[src/rtl/ccff_loader_pkg.sv]
// Shared types and helpers for the configuration-chain loader.
package ccff_loader_pkg;

  typedef enum logic [1:0] {
    ST_IDLE  = 2'd0,
    ST_FETCH = 2'd1,
    ST_SHIFT = 2'd2,
    ST_DONE  = 2'd3
  } state_e;

  function automatic int unsigned words_per_pass(input int unsigned chain_len,
                                                 input int unsigned word_w);
    return (chain_len + word_w - 1) / word_w;
  endfunction

endpackage

[src/rtl/ccff_loader.sv]
// Serializes bitstream words into the ccff chain, with an optional second
// pass that compares returning tail bits against the resent stream.
//   state | meaning
//   IDLE  | waiting for start
//   FETCH | bs_ready high, waiting for a word
//   SHIFT | one bit per cycle onto ccff_head, chain advancing
//   DONE  | one-cycle completion pulse
module ccff_loader
  import ccff_loader_pkg::*;
#(
  parameter int CHAIN_LEN = 40,
  parameter int WORD_W    = 8
) (
  input  logic              prog_clk,
  input  logic              pReset,
  input  logic              start,
  input  logic              verify,
  input  logic [0:WORD_W-1] bs_data,
  input  logic              bs_valid,
  output logic              bs_ready,
  output logic              ccff_head,
  input  logic              ccff_tail,
  output logic              ccff_shift_en,
  output logic              busy,
  output logic              done,
  output logic              err
);

  localparam int TOT_W = $clog2(2 * CHAIN_LEN + 1);
  localparam int BIT_W = (WORD_W > 1) ? $clog2(WORD_W) : 1;

  localparam logic [TOT_W-1:0] PASS_LEN  = TOT_W'(CHAIN_LEN);
  localparam logic [TOT_W-1:0] PASS1_END = TOT_W'(CHAIN_LEN - 1);
  localparam logic [TOT_W-1:0] PASS2_END = TOT_W'(2 * CHAIN_LEN - 1);
  localparam logic [BIT_W-1:0] WORD_END  = BIT_W'(WORD_W - 1);

  state_e              state_q, state_d;
  logic [WORD_W-1:0]   shreg_q, shreg_d;
  logic [BIT_W-1:0]    bit_cnt_q, bit_cnt_d;
  logic [TOT_W-1:0]    tot_cnt_q, tot_cnt_d;
  logic                verify_q, verify_d;
  logic                err_q, err_d;
  logic                bs_ready_q, bs_ready_d;
  logic                shift_en_q, shift_en_d;
  logic                busy_q, busy_d;
  logic                done_q, done_d;

  always_comb begin
    state_d   = state_q;
    shreg_d   = shreg_q;
    bit_cnt_d = bit_cnt_q;
    tot_cnt_d = tot_cnt_q;
    verify_d  = verify_q;
    err_d     = err_q;

    case (state_q)
      ST_IDLE: begin
        if (start) begin
          verify_d  = verify;
          err_d     = 1'b0;
          bit_cnt_d = '0;
          tot_cnt_d = '0;
          state_d   = ST_FETCH;
        end
      end
      ST_FETCH: begin
        if (bs_valid) begin
          // bs_data is ascending, so element i lands in shreg bit i
          for (int i = 0; i < WORD_W; i++) shreg_d[i] = bs_data[i];
          bit_cnt_d = '0;
          state_d   = ST_SHIFT;
        end
      end
      ST_SHIFT: begin
        shreg_d   = shreg_q >> 1;
        bit_cnt_d = bit_cnt_q + 1'b1;
        tot_cnt_d = tot_cnt_q + 1'b1;
        // Pass-2 tail carries pass-1 bit k exactly when head carries pass-2 bit k
        if (tot_cnt_q >= PASS_LEN && ccff_tail != shreg_q[0]) err_d = 1'b1;
        if (tot_cnt_q == PASS1_END) begin
          state_d = verify_q ? ST_FETCH : ST_DONE;
        end else if (tot_cnt_q == PASS2_END) begin
          state_d = ST_DONE;
        end else if (bit_cnt_q == WORD_END) begin
          state_d = ST_FETCH;
        end
      end
      ST_DONE: state_d = ST_IDLE;
      default: state_d = ST_IDLE;
    endcase

    bs_ready_d = (state_d == ST_FETCH);
    shift_en_d = (state_d == ST_SHIFT);
    busy_d     = (state_d == ST_FETCH) || (state_d == ST_SHIFT);
    done_d     = (state_d == ST_DONE);
  end

  always_ff @(posedge prog_clk or posedge pReset) begin
    if (pReset) begin
      state_q    <= ST_IDLE;
      shreg_q    <= '0;
      bit_cnt_q  <= '0;
      tot_cnt_q  <= '0;
      verify_q   <= 1'b0;
      err_q      <= 1'b0;
      bs_ready_q <= 1'b0;
      shift_en_q <= 1'b0;
      busy_q     <= 1'b0;
      done_q     <= 1'b0;
    end else begin
      state_q    <= state_d;
      shreg_q    <= shreg_d;
      bit_cnt_q  <= bit_cnt_d;
      tot_cnt_q  <= tot_cnt_d;
      verify_q   <= verify_d;
      err_q      <= err_d;
      bs_ready_q <= bs_ready_d;
      shift_en_q <= shift_en_d;
      busy_q     <= busy_d;
      done_q     <= done_d;
    end
  end

  assign ccff_head     = shreg_q[0];
  assign bs_ready      = bs_ready_q;
  assign ccff_shift_en = shift_en_q;
  assign busy          = busy_q;
  assign done          = done_q;
  assign err           = err_q;

endmodule

[config.mk]
export PLATFORM = sky130hd
export DESIGN_NAME = ccff_loader
export DESIGN_NICKNAME = d
export VERILOG_FILES = /design/src/rtl/ccff_loader_pkg.sv /design/src/rtl/ccff_loader.sv
export SDC_FILE = /design/constraint.sdc
export NUM_CORES = 1
export LEC_CHECK = 0
export CAP_MARGIN = 5
export CORE_ASPECT_RATIO = 1.75
export CORE_MARGIN = 1.5
export CORE_UTILIZATION = 55
export DETAILED_ROUTE_END_ITERATION = 7
export DONT_BUFFER_PORTS = 1
export PLACE_DENSITY_LB_ADDON = 0.2
export SYNTH_ARGS = -nofsm -noshare
export SYNTH_HDL_FRONTEND = slang
export SYNTH_SLANG_ARGS = --single-unit
[constraint.sdc]
create_clock -name prog_clk -period 1.73 [get_ports prog_clk]
set_input_delay 0.173 -clock prog_clk [delete_from_list [all_inputs] [get_ports prog_clk]]
set_output_delay 0.173 -clock prog_clk [all_outputs]
set_load 0.02 [all_outputs]
==> summary.md <==
| Metric | Value |
|---|---|
| Outcome | `completed` |
| Syn Area/Cell | `10.8 um^2` |
| Clock-pin slew on the worst setup and hold paths | `0.14 ns` |
| Final number of max-transition violations | `0` |
| Count of routing violations after the opening detailed-route iteration | `11` |
| Antenna violations before repair | `0` |
| Commonest cells after routing, fill and taps aside | `sky130_fd_sc_hd__dfrtp_1, sky130_fd_sc_hd__nand2_1, sky130_fd_sc_hd__o21ai_0, sky130_fd_sc_hd__mux2i_1, sky130_fd_sc_hd__buf_4` |
| Count of cell types in the netlist | `29` |
| Max-slew headroom | `0.781` |
| Vias post-DR | `919` |
| Peak fanout along the critical path | `3` |
| Yosys reg bits | `26` |
| FFs w/ async S/R, synth | `1.00` |
| Clock tree from TritonCTS | `done` |
| Count of H-tree levels built during CTS | `1` |
| Layout Skew | `0.00682 ns` |
| Final Hold Slack | `0.0451 ns` |
| Worst IR Drop VDD | `975 uV` |
| Global-route total usage across every layer | `0.227` |
| Sequential-to-total area share from yosys stat | `0.510` |
| Die Outline Area | `2630 um^2` |
| Count of endpoints failing hold in the final timing report | `0` |
| Arrival time of data at the critical path endpoint | `1.96 ns` |
| Antenna-violating nets left | `0` |
| Count of buffers from port buffering | `0` |
| Drc violations | `0` |
| Vias in the first global route | `968` |
| Most common library cell in the layout ignoring fill and taps | `sky130_fd_sc_hd__dfrtp_1` |
| Row count | `22` |
| Leakage dissipation | `0.728 nW` |
| Total Neg Setup Slack | `0 ns` |
| Global route total overflow | `0` |
| Number of placed instances with taps included | `145` |
| Via density per instance | `5.97` |
| # IOs | `20` |
| Number of buffers inserted during clock tree synthesis | `3` |
| Max Clock Freq | `0.596 GHz` |
| Flip-flop cell with the highest count after synthesis | `sky130_fd_sc_hd__dfrtp_1` |
| Pwr per Cell Area | `1290 nW/um^2` |
| Portion of the clock cycle consumed by the worst path in the final layout | `0.970` |
| Maximum number of pins on one net before global-route repair | `27` |
| Number of max-cap violations | `0` |
| Worst r2r path cells | `5` |
| FF+latch area | `651 um^2` |
| Number of enable flip-flop cells after synthesis | `0` |
| Startpoint of the tightest hold check path | `bs_data[0]` |
| Clk buf depth | `2` |
| Cell Area, Synth | `1270 um^2` |
| Syn nets | `139` |
| Class of the tightest hold or removal check | `in2reg` |
| Clock network latency to the later pin of the worst-skew pair | `0.32 ns` |
| Cells after synthesis | `118` |
| Fraction of final layout cells sized beyond drive strength 1 | `0.162` |
| Initial core utilization | `0.594` |
| Count of filler cells inserted in the layout | `166` |
| Core Box Area | `2150 um^2` |
| Element type at the critical path start | `register` |
| YS warnings | `0` |
| Final Net Count | `152` |
| Kind of end point of the critical path | `register` |
| Crit path time final | `1.68 ns` |
| Worst slew pin tran | `0.329 ns` |
| Post-Layout Cell Count | `154` |
| Number of antenna repair diodes | `0` |
| Routed length per instance | `16.3 um` |
| Critical path required time | `2.01 ns` |
| Setup-violating endpoint count in the final report | `0` |
| Hold Path Sink | `shreg_q[0]` |
| Wire length of the first global-routing pass | `4.15 mm` |
| Internal reg-to-reg setup slack | `0.05 ns` |
| Cell count of the worst hold path | `2` |
| Die extent in x | `39.4 um` |
| FF-to-FF Start | `tot_cnt_q[6]` |
| Total routed wirelength | `2.51 mm` |
| DPL Wire Length | `1.74 mm` |
| CTS Sinks | `26` |
| Area used by multi-input combinational logic | `602 um^2` |
| Crit path setup slack, layout | `0.0523 ns` |
| Total power | `1.88 mW` |
| Cell chosen for the clock root | `sky130_fd_sc_hd__clkbuf_4` |
| Setup slack after placement | `0.0137 ns` |
| Global placer's final weighted congestion | `0.718` |
| Area growth from synthesis to layout | `14.4%` |
| Die Height | `66.7 um` |
| 1st-pass router iterations | `4` |
| Category of the most critical setup path | `reg2reg` |
| Critical register-to-register path endpoint | `busy` |
==> stage by stage <==
stage	utilization	area, um^2
finish	0.679	1460
global route	0.679	1460
CTS	0.666	1430
detailed placement	0.625	1340
global placement	0.625	1340
floorplan	-	1270
==> worst max-delay path, cell delays in order (launching register included) <==
cell	delay, ns
sky130_fd_sc_hd__dfrtp_1	0.41
sky130_fd_sc_hd__or3b_4	0.41
sky130_fd_sc_hd__a211o_1	0.35
sky130_fd_sc_hd__a22oi_2	0.16
sky130_fd_sc_hd__ha_1	0.26
sky130_fd_sc_hd__inv_1	0.05
==> what timing repair did <==
action                     in CTS  in global routing
hold buffers                    3                  0
hold endpoints to repair       28                  0
setup endpoints to repair       1                  2
buffers inserted                0                  2
pin swaps                       0                  2
gates resized for setup         1                  4
==> kinds of logic after synthesis <==
kind of cell | count (synthesis) | synth area share
and+or+nand+nor | 37 | 0.158
DFF | 26 | 0.510
AOI/OAI and AO/OA | 25 | 0.128
muxes | 12 | 0.0952
buffers and inverters | 10 | 0.0334
adders and majority gates | 7 | 0.0687
xor gates and xnor gates | 1 | 0.00687
==> worst max-delay path by stage <==
| stage | from | end | slack, ns | cells after the start |
|---|---|---|---|---|
| 5_1_grt | bit_cnt_q[0] | busy | -0.02 | 7 |
| 4_1_cts | tot_cnt_q[0] | busy | 0.01 | 6 |
| 6_report | tot_cnt_q[6] | busy | 0.05 | 5 |
| 3_3_place_gp | tot_cnt_q[0] | busy | 0.06 | 6 |
| 2_1_floorplan | tot_cnt_q[6] | busy | 0.11 | 5 |
| 3_5_place_dp | bit_cnt_q[0] | busy | 0.01 | 7 |
==> cells in the mapped netlist, types with 2 or more instances <==
| cell | n | area (um^2) |
|---|---|---|
| sky130_fd_sc_hd__dfrtp_1 | 26 | 651 |
| sky130_fd_sc_hd__nand2_1 | 17 | 63.8 |
| sky130_fd_sc_hd__o21ai_0 | 14 | 70.1 |
| sky130_fd_sc_hd__mux2i_1 | 11 | 110 |
| sky130_fd_sc_hd__ha_1 | 7 | 87.6 |
| sky130_fd_sc_hd__inv_1 | 5 | 18.8 |
| sky130_fd_sc_hd__nand2b_1 | 4 | 25.0 |
| sky130_fd_sc_hd__nand3_1 | 4 | 20.0 |
| sky130_fd_sc_hd__a32o_1 | 3 | 30.0 |
| sky130_fd_sc_hd__clkbuf_1 | 3 | 11.3 |
| sky130_fd_sc_hd__a22oi_1 | 2 | 15.0 |
| sky130_fd_sc_hd__and3_1 | 2 | 12.5 |
| sky130_fd_sc_hd__nand3b_1 | 2 | 15.0 |
| sky130_fd_sc_hd__nand4_1 | 2 | 12.5 |
| sky130_fd_sc_hd__or3b_1 | 2 | 17.5 |
==> state kept, by name, summed over array words and instances, names as in the netlist <==
signal	count
shreg_q	8
tot_cnt_q	7
bit_cnt_q	3
state_q	2
bs_ready	1
busy	1
ccff_shift_en	1
done	1
err	1
verify_q	1
==> power by group <==
group / switching, mW / total (mW) / internal, mW
Combinational: 0.258 / 0.498 / 0.240
Clock: 0.180 / 0.415 / 0.234
Sequential: 0.185 / 0.969 / 0.784
Total: 0.623 / 1.88 / 1.26
==> layout make-up <==
class	count	area share
Inverter	5	0.0129
Sequential cell	26	0.446
Timing Repair Buffer	13	0.0720
Multi-Input combinational cell	82	0.413
Clock buffer	3	0.0154
Clock inverter	1	0.0206
Tap cell	24	0.0206
==> routing by layer <==
metal | global-route usage | up-vias | share of wire
li1 | - | 438 | -
met1 | 0.243 | 465 | 0.39
met2 | 0.415 | 11 | 0.57
met3 | 0.0233 | 5 | 0.015
met4 | 0.103 | 0 | 0.022
met5 | 0 | - | 0
(Power assumes the default switching activity.)
